**src/rtl/morse_pkg.sv**
```systemverilog
// Shared Morse serializer types: FSM states, element/gap lengths in units,
// and the 16-entry code table (element count + MSB-first dash mask).
package morse_pkg;

  typedef enum logic [1:0] {
    IDLE,
    MARK,
    SPACE,
    CGAP
  } state_e;

  localparam int unsigned DOT_UNITS  = 1;
  localparam int unsigned DASH_UNITS = 3;
  localparam int unsigned ELEM_GAP   = 1;
  localparam int unsigned CHAR_GAP   = 3;
  localparam int unsigned WORD_GAP   = 7;

  typedef struct packed {
    logic [2:0] len;
    logic [4:0] pattern;
  } morse_entry_t;

  // pattern bit 4 is the first element; 1 = dash, 0 = dot
  localparam morse_entry_t PATTERN_TABLE [16] = '{
    '{len: 3'd5, pattern: 5'b11111},  // 0
    '{len: 3'd5, pattern: 5'b01111},  // 1
    '{len: 3'd5, pattern: 5'b00111},  // 2
    '{len: 3'd5, pattern: 5'b00011},  // 3
    '{len: 3'd5, pattern: 5'b00001},  // 4
    '{len: 3'd5, pattern: 5'b00000},  // 5
    '{len: 3'd5, pattern: 5'b10000},  // 6
    '{len: 3'd5, pattern: 5'b11000},  // 7
    '{len: 3'd5, pattern: 5'b11100},  // 8
    '{len: 3'd5, pattern: 5'b11110},  // 9
    '{len: 3'd2, pattern: 5'b01000},  // A
    '{len: 3'd4, pattern: 5'b10000},  // B
    '{len: 3'd4, pattern: 5'b10100},  // C
    '{len: 3'd3, pattern: 5'b10000},  // D
    '{len: 3'd1, pattern: 5'b00000},  // E
    '{len: 3'd4, pattern: 5'b00100}   // F
  };

endpackage

```
**src/rtl/morse_serializer_lut.sv**
```systemverilog
// Combinational code-to-pattern lookup; codes 10..15 become a word space
// when hex letters are disabled.
module morse_lut
  import morse_pkg::*;
(
  input  logic [3:0] in_code,
  input  logic       hex_en,
  output logic [2:0] len,
  output logic [4:0] pattern,
  output logic       is_space
);

  morse_entry_t entry;

  always_comb begin
    entry    = PATTERN_TABLE[in_code];
    len      = entry.len;
    pattern  = entry.pattern;
    is_space = !hex_en && (in_code >= 4'd10);
  end

endmodule

```
**src/rtl/morse_serializer.sv**
```systemverilog
// Serializes one 4-bit code at a time into Morse keying with unit-accurate
// marks, element gaps and a single character gap.
module morse_serializer
  import morse_pkg::*;
#(
  parameter int unsigned UNIT_CYCLES = 4,
  parameter bit          HEX_EN      = 1'b1
) (
  input  logic       clk,
  input  logic       reset,
  input  logic       in_valid,
  input  logic [3:0] in_code,
  output logic       in_ready,
  output logic       key_out,
  output logic       busy,
  output logic       sym_done
);

  localparam logic [15:0] CYC_MAX = 16'(UNIT_CYCLES - 1);

  state_e      state_q, state_d;
  logic [15:0] cyc_q, cyc_d;
  logic [2:0]  unit_q, unit_d;
  logic [2:0]  len_q, len_d;
  logic [2:0]  left_q, left_d;
  logic [4:0]  pat_q, pat_d;
  logic        key_q, key_d;
  logic        sym_done_q, sym_done_d;

  logic [2:0]  lut_len;
  logic [4:0]  lut_pat;
  logic        lut_space;
  logic        tick, phase_end;

  morse_lut u_lut (
    .in_code  (in_code),
    .hex_en   (HEX_EN),
    .len      (lut_len),
    .pattern  (lut_pat),
    .is_space (lut_space)
  );

  assign tick      = (cyc_q == CYC_MAX);
  assign phase_end = tick && (unit_q == len_q - 3'd1);

  always_comb begin
    state_d = state_q;
    cyc_d   = cyc_q;
    unit_d  = unit_q;
    len_d   = len_q;
    left_d  = left_q;
    pat_d   = pat_q;
    if (state_q != IDLE) begin
      if (tick) begin
        cyc_d  = '0;
        unit_d = unit_q + 3'd1;
      end else begin
        cyc_d = cyc_q + 16'd1;
      end
    end
    unique case (state_q)
      IDLE: if (in_valid) begin
        cyc_d  = '0;
        unit_d = '0;
        if (lut_space) begin
          state_d = CGAP;
          len_d   = 3'(WORD_GAP);
        end else begin
          state_d = MARK;
          len_d   = lut_pat[4] ? 3'(DASH_UNITS) : 3'(DOT_UNITS);
          pat_d   = {lut_pat[3:0], 1'b0};
          left_d  = lut_len - 3'd1;
        end
      end
      MARK: if (phase_end) begin
        unit_d = '0;
        if (left_q != '0) begin
          state_d = SPACE;
          len_d   = 3'(ELEM_GAP);
        end else begin
          // last element goes straight to the character gap, no element gap
          state_d = CGAP;
          len_d   = 3'(CHAR_GAP);
        end
      end
      SPACE: if (phase_end) begin
        unit_d  = '0;
        state_d = MARK;
        len_d   = pat_q[4] ? 3'(DASH_UNITS) : 3'(DOT_UNITS);
        pat_d   = {pat_q[3:0], 1'b0};
        left_d  = left_q - 3'd1;
      end
      CGAP: if (phase_end) begin
        unit_d  = '0;
        state_d = IDLE;
      end
      default: state_d = IDLE;
    endcase
    key_d = (state_d == MARK);
    // registered pulse: flag the upcoming cycle if it is the final CGAP cycle
    sym_done_d = (state_d == CGAP) && (cyc_d == CYC_MAX) && (unit_d == len_d - 3'd1);
  end

  always_ff @(posedge clk) begin
    if (reset) begin
      state_q    <= IDLE;
      cyc_q      <= '0;
      unit_q     <= '0;
      len_q      <= '0;
      left_q     <= '0;
      pat_q      <= '0;
      key_q      <= 1'b0;
      sym_done_q <= 1'b0;
    end else begin
      state_q    <= state_d;
      cyc_q      <= cyc_d;
      unit_q     <= unit_d;
      len_q      <= len_d;
      left_q     <= left_d;
      pat_q      <= pat_d;
      key_q      <= key_d;
      sym_done_q <= sym_done_d;
    end
  end

  assign in_ready = (state_q == IDLE);
  assign busy     = (state_q != IDLE);
  assign key_out  = key_q;
  assign sym_done = sym_done_q;

endmodule
```
**config.mk**
```make
export PLATFORM = sky130hd
export DESIGN_NAME = morse_serializer
export DESIGN_NICKNAME = d
export VERILOG_FILES = /design/src/rtl/morse_pkg.sv /design/src/rtl/morse_serializer_lut.sv /design/src/rtl/morse_serializer.sv
export SDC_FILE = /design/constraint.sdc
export NUM_CORES = 1
export LEC_CHECK = 0
export CAP_MARGIN = 20
export CORE_MARGIN = 1.5
export CORE_UTILIZATION = 50
export CTS_BUF_LIST = sky130_fd_sc_hd__clkbuf_16
export DETAILED_ROUTE_END_ITERATION = 10
export PLACE_DENSITY = 0.68
export SYNTH_ARGS = -nofsm -noshare
export SYNTH_HDL_FRONTEND = slang
export SYNTH_HIERARCHICAL = 1
export SYNTH_SLANG_ARGS = --single-unit
```
**constraint.sdc**
```tcl
create_clock -name clk -period 7.4 [get_ports clk]
set_input_delay 1.48 -clock clk [delete_from_list [all_inputs] [get_ports clk]]
set_output_delay 1.48 -clock clk [all_outputs]
set_load 0.005 [all_outputs]
```
==> results of run 1 <==
## worst reg2reg max path, cell delays in order (launching register included)
cell and delay (ps):
dfxtp_1 430, ha_1 360, nor3b_1 290, nand4_1 280
o31a_1 320, nor2_1 80, a31oi_1 50, o22ai_1 190
ha_1 340, xnor2_1 160, o311a_1 290, a21oi_1 120
nand4_1 120, nor4b_2 280
## final timing paths
check / start / endpoint / slack (ps) / cells past startpoint
setup / recovery: in_code[1] / sym_done$_SDFF_PP0_ / 3100 / 16
hold / removal: pat_q[1]$_SDFFE_PP0P_ / pat_q[1]$_SDFFE_PP0P_ / 470 / 2
setup reg to reg: cyc_q[0]$_SDFF_PP0_ / sym_done$_SDFF_PP0_ / 4000 / 13
hold reg to reg: pat_q[1]$_SDFFE_PP0P_ / pat_q[1]$_SDFFE_PP0P_ / 470 / 2
## sequential cells by signal, indices dropped and copies added, names as in the netlist
signal and cells:
cyc_q 16, pat_q 4, state_q 2, sym_done 1, key_out 1, left_q 3, len_q 3, unit_q 3
## cells by family after synthesis
family / synth area share, %
compound gates: 23.17
xor+xnor: 5.138
fa+ha+maj: 4.534
buf+inv: 7.002
flops: 26.60
mux: 4.131
other cells: 0.1510
simple gates: 29.27
## metal layers
metal | up-vias | wire length (µm) | global-route usage, %
li1 | 1120 | - | -
met1 | 1027 | 2770 | 31.06
met2 | 47 | 2642 | 36.24
met3 | 6 | 225 | 4.390
met4 | 0 | 47 | 5.761
met5 | - | 0 | 0
## synthesized netlist by cell type (4+ instances only)
| master | instances |
|---|---|
| nor2b_1 | 4 |
| a22oi_1 | 5 |
| o21ai_0 | 14 |
| a211oi_1 | 5 |
| o31a_1 | 4 |
| nand2_1 | 26 |
| or3_1 | 5 |
| xor2_1 | 4 |
| buf_2 | 6 |
| a311oi_1 | 4 |
| nor2_1 | 40 |
| mux2i_1 | 8 |
| buf_4 | 6 |
| inv_1 | 9 |
| nor3_1 | 4 |
| nor3b_1 | 4 |
| clkbuf_1 | 8 |
| nand3_1 | 10 |
| a21oi_1 | 24 |
| ha_1 | 9 |
| and3_1 | 4 |
| xnor2_1 | 8 |
| nand4_1 | 5 |
| dfxtp_1 | 33 |
## power by group through the flow
| stage | Combinational [mW] | Sequential (mW) | Clock (mW) |
|---|---|---|---|
| 2_1_floorplan | 0.0704 | 0.191 | 0 |
| 3_3_place_gp | 0.0859 | 0.194 | 0 |
| 3_5_place_dp | 0.0867 | 0.195 | 0 |
| 4_1_cts | 0.0874 | 0.191 | 0.201 |
| 5_1_grt | 0.0981 | 0.192 | 0.210 |
| 6_report | 0.0873 | 0.191 | 0.197 |
## cell type report
type                       instances  area (µm²)  share of cell area, %
inverter                          10       37.54                  1.403
multi-input combinational        244        1649                  61.62
timing repair buffer              11       107.6                  4.021
sequential                        33       660.6                  24.68
clock buffer                       5       125.1                  4.675
clock inverter                     3       12.51                 0.4675
tap                               67       83.83                  3.132
## stage by stage
stage	instance area [µm²]	worst slack [ps]
6_report	2676	3104
5_1_grt	2676	2772
4_1_cts	2676	3079
3_5_place_dp	2539	2791
3_3_place_gp	2539	2925
2_1_floorplan	2484	3543
==> metrics, run 1 <==
YS warnings=6; Critical Path AT=4490 ps; skew final=6.021 ps; leakage power=0.9996 nW; share of the synthesized area in the top cell type=26.60%; TNS Setup=0 ps; worst vdd ir=0.0001025 V; DRT antenna net count=0; slowest CP cell=clkdlybuf4s50_1; H-tree Lvls=2; vias post-DR=2,200; Die Area=0.005399 mm²; DR WL/cell=15.24 µm; CTS tree=done; RSZ-0062 raised after global routing=false; Vias/cell=5.898; global-route wire length before repair=9604 µm; Iter 0 DRT Violations=177; P_sw=0.1321 mW; dpl hpwl=4051 µm; Num CTS Buffers=5; Slew Limit Fails=0; startpoint types=primary input; DRC=0; final WL=5685 µm; final core utilization=56.29%; # hold bufs at CTS=0; fraction of layout cells with a size suffix above 1=8.497%; max_cap viols=0; worst-case clock buffer depth=2; core area=0.004755 mm²; Nets=321; Critical Path End Type=register; Placed Cells=365; Clock Latency Late Sink=280 ps; Max stage delay on crit path=580 ps; Buf+Inv Stages, Crit Path=2; # port buffers=10; Worst-Margin Slew=948.3 ps; Die H=73.48 µm; Switching Share=27.79%; grt ovf=0; final hold vios=0; cell family with most CP delay=compound AO/OA/AOI/OAI gates; number of setup buffers added after CTS=0; most used cell, CP=a21oi_1; cells after synthesis=311; critical path type=primary input to register; Reg clk slew, reported paths=60 ps; DR pass1 iterations=4; Clock Power Share=41.4%; pwr dens=177.5 mW/mm²; maximum clock rate=232.8 MHz; vias in the first global route=2,034; Min Hold Slack=470.5 ps; Seq pwr share=40.2%; clock sinks=33; # setup viols final=0; Rows=25; final period utilization=58.05%; commonest non-fill, non-tap cell in the layout=nor2_1; WP data required=7590 ps; syn_nets=327; Synth area leaders=dfxtp_1 (27%), nor2_1 (6.0%), a21oi_1 (4.8%), ha_1 (4.5%), nand2_1 (3.9%); Die Wd=73.48 µm; Synth Register Bits=33; maximum fanout along the worst path=6; root buffer cell=clkbuf_16; Yosys top cell by area=dfxtp_1; number of flops mapped to enable cells by yosys=0; Critical Path, Cell by Cell=clkdlybuf4s50_1, inv_1, ha_1, o21ai_1, o21ai_0, nor2_1, a21oi_1, nor2_1, a21oi_1, o22ai_1, ha_1, xnor2_1, o311a_1, a21oi_1, nand4_1, nor4b_2; Hold WC Path Type=register to register; Top FF cell, synth=dfxtp_1; Ports=11; Post-Synthesis Mean Instance Area=7.986 µm²; diodes inserted=0; asr flop ratio synth=0%; area grow syn2layout=7.758%; Pint=0.3431 mW; status=finished, final reports clean; Finished Layout Cells=373; most frequent cells in the layout=nor2_1 (40), dfxtp_1 (33), nand2_1 (26); Filler Cell Count=487; fin crit period=4296 ps; Initial Utilization=52.24%; Slew headroom=36.78%; part of the power in combinational logic=18.4%; largest net degree at the start of global routing=29; total power=0.4751 mW; post-synthesis cell type count=69; GRT Resource Usage Total=22.59%; CTS resizes=0; post-synthesis sequential area ratio=26.60%; synthesized area=0.002484 mm²; gpl congestion=0.8949; antenna violations before repair=0
No activity file was read; power rests on OpenSTA's default activity.
==> run 2: changes to the inputs <==
--- a/config.mk
+++ b/config.mk
@@ -10,7 +10,7 @@
 export CORE_UTILIZATION = 50
 export CTS_BUF_LIST = sky130_fd_sc_hd__clkbuf_16
 export DETAILED_ROUTE_END_ITERATION = 10
-export PLACE_DENSITY = 0.68
+export PLACE_DENSITY = 0.7
 export SYNTH_ARGS = -nofsm -noshare
 export SYNTH_HDL_FRONTEND = slang
 export SYNTH_HIERARCHICAL = 1
==> constraint.sdc (replaced) <==
create_clock -name clk -period 3.8 [get_ports clk]
set_input_delay 0.76 -clock clk [delete_from_list [all_inputs] [get_ports clk]]
set_output_delay 0.76 -clock clk [all_outputs]
set_load 0.005 [all_outputs]
==> metrics, run 2 (synthesized netlist as in run 1, its figures left out) <==
Max stage delay on crit path=480 ps (-100 ps); critical path startpoint=in_code[0]; final hold vios=0 (unchanged); Placed Cells=377 (+3.3%); GRT Resource Usage Total=23.65% (+1.1 points); Clock Latency Late Sink=280 ps (about the same); leakage power=1.071 nW (+7.2%); launching point of the worst reg2reg path=cyc_q[0]$_SDFF_PP0_; max reg flops=16 (unchanged); RSZ-0062 raised after global routing=false; Num CTS Buffers=5 (unchanged); global-route wire length before repair=9825 µm (+2.3%); Die H=73.48 µm (unchanged); area grow syn2layout=12.49%; Hold WC Path Type=register to register; vias post-DR=2,243 (+2.0%); commonest non-fill, non-tap cell in the layout=nor2_1; gpl congestion=0.8940 (-0.10%); Critical Path AT=3690 ps (-800 ps); skew final=4.833 ps (-1.188 ps); antenna violations before repair=0 (unchanged); DR WL/cell=15.18 µm (-0.39%); most used cell, CP=a21oi_1; Vias/cell=5.826 (-1.2%); dpl hpwl=4150 µm (+2.4%); Reg clk slew, reported paths=50 ps (about the same); status=finished, final reports clean; WP data required=4000 ps (-3590 ps); largest net degree at the start of global routing=29 (unchanged); maximum fanout along the worst path=6 (unchanged); Die Area=0.005399 mm² (unchanged); Rows=25 (unchanged); # setup viols final=0 (unchanged); TNS Setup=0 ps (unchanged); Worst-Margin Slew=576.2 ps (-372.1 ps); DRC=0 (unchanged); largest registers=cyc_q x16, pat_q x4; final WL=5845 µm (+2.8%); critical path type=primary input to register; Critical Path, Cell by Cell=clkdlybuf4s50_1, inv_1, ha_1, nand2_1, o21ai_1, o21ai_0, nor2_1, a21oi_1, nor2_1, a21oi_1, o22ai_1, ha_2, xor2_1, o211ai_1, o311a_1, a21oi_1, nand4_1, nor4b_2; Finished Layout Cells=385 (+3.2%); # port buffers=10 (unchanged); Design Area, Final=0.002794 mm² (+4.4%); DP Area=0.002629 mm² (+3.5%); pwr dens=362.4 mW/mm² (+100%); min-delay src=pat_q[1]$_SDFFE_PP0P_; Slew Limit Fails=0 (unchanged); max_cap viols=0 (unchanged); total power=1.012 mW (+110%); fin crit period=3497 ps; Slew headroom=61.44% (+25 points); diodes inserted=0 (unchanged); Nets=333 (+3.7%); most frequent cells in the layout=nor2_1 (40), dfxtp_1 (33), nand2_1 (26); Ports=11 (unchanged); grt ovf=0 (unchanged); fraction of layout cells with a size suffix above 1=12.26% (+3.8 points); clock sinks=33 (unchanged); slowest CP cell=clkdlybuf4s50_1; Iter 0 DRT Violations=230 (+30%); worst vdd ir=0.0001777 V (+73%); root buffer cell=clkbuf_16; final period utilization=92.04%; DR pass1 iterations=4 (unchanged); largest reg by FF count=cyc_q; number of setup buffers added after CTS=0 (unchanged); startpoint types=primary input; Die Wd=73.48 µm (unchanged); vias in the first global route=2,019 (-0.74%); Initial Utilization=52.24% (unchanged); worst-case clock buffer depth=2 (unchanged); Critical Path End Type=register; H-tree Lvls=2 (unchanged); core area=0.004755 mm² (unchanged); maximum clock rate=285.9 MHz; DRT antenna net count=0 (unchanged); CTS tree=done
[run 2: power by group]
part | internal [mW] | leakage (nW) | total (mW) | switching, mW
Combinational | 0.0845 | 0.720 | 0.186 | 0.101
Sequential | 0.358 | 0.268 | 0.371 | 0.0126
Clock | 0.304 | 0.0826 | 0.456 | 0.151
[run 2: cell type report]
cell class              count  area (µm²)
fillers                   460        1961
multi-input cells         244        1652
flip-flops and latches     33       660.6
repair buffers             23       197.7
clock buffers               5       125.1
well taps                  67       83.83
clock inverters             3       37.54
inverters                  10       37.54
[run 2: worst max-delay path, delay by kind of cell]
kind                     cells  cell delay, ps
AO/OA/AOI/OAI                8             990
adder cells (fa/ha/maj)      2             650
AND/OR/NAND/NOR              5             600
buffers and inverters        2             540
XOR/XNOR                     1             160
[run 2: repair_timing]
action | 4_1_cts | 5_1_grt
hold buffers | 0 | 0
endpoints found under the setup margin | 0 | 1
gates resized for setup | 0 | 1
[run 2: layer usage]
metal / GRT usage (%) / part of all wire [%] / up-vias
li1: - / - / 1142
met1: 35.19 / 48 / 1029
met2: 32.63 / 43 / 65
met3: 6.036 / 7.2 / 7
met4: 8.230 / 1.2 / 0
met5: 0 / 0 / -
[run 2: path summary, 6_finish.rpt]
check / end / slack, ps / depth (start not counted)
setup / recovery: sym_done$_SDFF_PP0_ / 300 / 18
hold / removal: pat_q[1]$_SDFFE_PP0P_ / 470 / 2
setup reg to reg: sym_done$_SDFF_PP0_ / 560 / 13
hold reg to reg: pat_q[1]$_SDFFE_PP0P_ / 470 / 2
[run 2: metrics by stage]
stage | worst slack (ps) | utilization, % | hold slack, ps
finish | 302.6 | 58.76 | 465.3
global route | 3.054 | 58.76 | 511.1
CTS | 292.2 | 58.71 | 472.3
detailed placement | 15.01 | 55.29 | 463.9
global placement | 112.3 | 55.29 | 456.1
floorplan | 662.9 | - | 445.3
==> run 3: changes to the inputs <==
--- a/config.mk
+++ b/config.mk
@@ -10,6 +10,7 @@
 export CORE_UTILIZATION = 50
 export CTS_BUF_LIST = sky130_fd_sc_hd__clkbuf_16
 export DETAILED_ROUTE_END_ITERATION = 10
+export MAX_ROUTING_LAYER = met4
 export PLACE_DENSITY = 0.7
 export SYNTH_ARGS = -nofsm -noshare
 export SYNTH_HDL_FRONTEND = slang
==> metrics, run 3 (synthesized netlist as in run 1, its figures left out) <==
Rows=25 (unchanged); core area=0.004755 mm² (unchanged); reg2reg setup slack=570 ps (about the same); Ports=11 (unchanged); # hold bufs at CTS=0 (unchanged); skew final=5.001 ps (+0.1674 ps); max reg flops=16 (unchanged); antenna violations before repair=0 (unchanged); vias post-DR=2,253 (+0.45%); worst reg-to-reg path cell count=13 (unchanged); RSZ-0062 raised after global routing=false; Filler Cell Count=460 (unchanged); Die Area=0.005399 mm² (unchanged); H-tree Lvls=2 (unchanged); Nets=333 (unchanged); Critical Path AT=3700 ps (about the same); Clock Latency Late Sink=280 ps (about the same); fraction of layout cells with a size suffix above 1=12.26% (unchanged); final hold vios=0 (unchanged); leakage power=1.071 nW (unchanged); startpoint types=primary input; clock sinks=33 (unchanged); worst vdd ir=0.0001786 V (+0.53%); part of the power in combinational logic=18.3% (about the same); root buffer cell=clkbuf_16; Hold Crit Depth=2 (unchanged); status=finished, final reports clean; WP data required=4000 ps (about the same); Switching Share=26.29% (+0.083 points); final WL=5855 µm (+0.17%); DR pass1 iterations=4 (unchanged); gpl congestion=0.9092 (+1.7%); Final Worst Setup Slack=301.4 ps (-1.181 ps); # port buffers=10 (unchanged); TNS Setup=0 ps (unchanged); min-delay src=pat_q[1]$_SDFFE_PP0P_; Iter 0 DRT Violations=223 (-3.0%); slowest CP cell=clkdlybuf4s50_1; Pint=0.7471 mW (about the same); Hold WC Path Type=register to register; Slew Limit Fails=0 (unchanged); Seq pwr share=36.6% (about the same); critical path type=primary input to register; Slew headroom=61.32% (-0.13 points); DP Area=0.002629 mm² (unchanged); most frequent cells in the layout=nor2_1 (40), dfxtp_1 (33), nand2_1 (26); Critical Path End Type=register; Reg clk slew, reported paths=50 ps (about the same); largest net degree at the start of global routing=29 (unchanged); Die H=73.48 µm (unchanged); maximum clock rate=285.8 MHz (about the same); Vias/cell=5.852 (+0.45%); Design Area, Final=0.002794 mm² (unchanged); Min-Delay Endpoint=pat_q[1]$_SDFFE_PP0P_; GRT Resource Usage Total=24.37% (+0.72 points); commonest non-fill, non-tap cell in the layout=nor2_1; most used cell, CP=a21oi_1; worst r2r dst=sym_done$_SDFF_PP0_; dpl hpwl=4150 µm (unchanged); Die Wd=73.48 µm (unchanged); DRC=0 (unchanged); final core utilization=58.76% (unchanged); max_cap viols=0 (unchanged); pwr dens=362.8 mW/mm² (+0.11%); P_sw=0.2664 mW (+0.43%); Buf+Inv Stages, Crit Path=2 (unchanged); Initial Utilization=52.24% (unchanged); cell family with most CP delay=compound AO/OA/AOI/OAI gates; DRT antenna net count=0 (unchanged); maximum fanout along the worst path=6 (unchanged); diodes inserted=0 (unchanged); largest reg by FF count=cyc_q; area grow syn2layout=12.49% (unchanged); DR WL/cell=15.21 µm (+0.17%); fin crit period=3499 ps (+1.181 ps); vias in the first global route=2,019 (unchanged); Post-Place Worst Slack=15.01 ps (unchanged); Clock Power Share=45.1% (about the same); final period utilization=92.07% (about the same); CTS tree=done; grt ovf=0 (unchanged); Critical Path, Cell by Cell=clkdlybuf4s50_1, inv_1, ha_1, nand2_1, o21ai_1, o21ai_0, nor2_1, a21oi_1, nor2_1, a21oi_1, o22ai_1, ha_2, xor2_1, o211ai_1, o311a_1, a21oi_1, nand4_1, nor4b_2; Max stage delay on crit path=480 ps (about the same); largest registers=cyc_q x16, pat_q x4; launching point of the worst reg2reg path=cyc_q[0]$_SDFF_PP0_; Num CTS Buffers=5 (unchanged); # setup viols final=0 (unchanged); global-route wire length before repair=9839 µm (+0.14%); Worst-Margin Slew=578.1 ps (+1.878 ps); worst-case clock buffer depth=2 (unchanged)
run 3: cell counts in the layout (fill, tap and decap cells not counted):
Identical to the previous run, type by type.
run 3: through the flow:
stage                     power (mW)  cells  hold WS, ps
after floorplan               0.5095    311        445.3
after global routing           1.056    385        511.1
after CTS                      1.021    385        472.3
final                          1.014    385        465.3
after detailed placement      0.5597    377        463.9
after global placement        0.5581    377        456.1
run 3: final cells by class:
| type | count | area (µm²) | area share, % |
|---|---|---|---|
| sequential | 33 | 660.6 | 23.65 |
| inverter | 10 | 37.54 | 1.343 |
| multi-input combinational | 244 | 1652 | 59.11 |
| tap | 67 | 83.83 | 3.000 |
| clock buffer | 5 | 125.1 | 4.478 |
| clock inverter | 3 | 37.54 | 1.343 |
| timing repair buffer | 23 | 197.7 | 7.076 |
run 3: worst reg2reg max path: stages, from the launching register on:
cell and delay (ps):
dfxtp_1 430, ha_1 200, nor3b_1 240, nand4_1 310, o31a_1 330, nor2_1 80
a31oi_1 50, o22ai_1 190, ha_2 360, xnor2_1 140, o311a_1 300, a21oi_1 120
nand4_1 120, nor4b_2 280
run 3: how the worst max path moves through the flow:
stage / start / endpoint / slack (ps) / depth (start not counted)
2_1_floorplan: in_code[0] / sym_done$_SDFF_PP0_ / 660 / 18
3_3_place_gp: in_code[0] / sym_done$_SDFF_PP0_ / 110 / 17
3_5_place_dp: in_code[0] / sym_done$_SDFF_PP0_ / 20 / 17
4_1_cts: in_code[0] / sym_done$_SDFF_PP0_ / 290 / 18
5_1_grt: in_code[0] / sym_done$_SDFF_PP0_ / 3 / 18
6_report: in_code[0] / sym_done$_SDFF_PP0_ / 300 / 18
run 3: power groups by stage:
| stage | Clock (mW) | Combinational, mW | Sequential [mW] |
|---|---|---|---|
| 4_1_cts | 0.467 | 0.183 | 0.371 |
| 2_1_floorplan | 0 | 0.137 | 0.372 |
| 6_report | 0.458 | 0.185 | 0.371 |
| 5_1_grt | 0.481 | 0.203 | 0.373 |
| 3_3_place_gp | 0 | 0.180 | 0.378 |
| 3_5_place_dp | 0 | 0.182 | 0.378 |
run 3: layer usage:
metal,vias to the layer above,GRT usage (%),routed length (µm)
met2,66,32.63,2493
met5,-,-,0
li1,1149,-,-
met4,0,8.230,70
met3,8,6.036,446
met1,1030,35.27,2844
run 3: what timing repair did:
item                                    4_1_cts  5_1_grt
setup buffers                                 0        0
endpoints found under the setup margin        0        1
resized for setup                             0        1
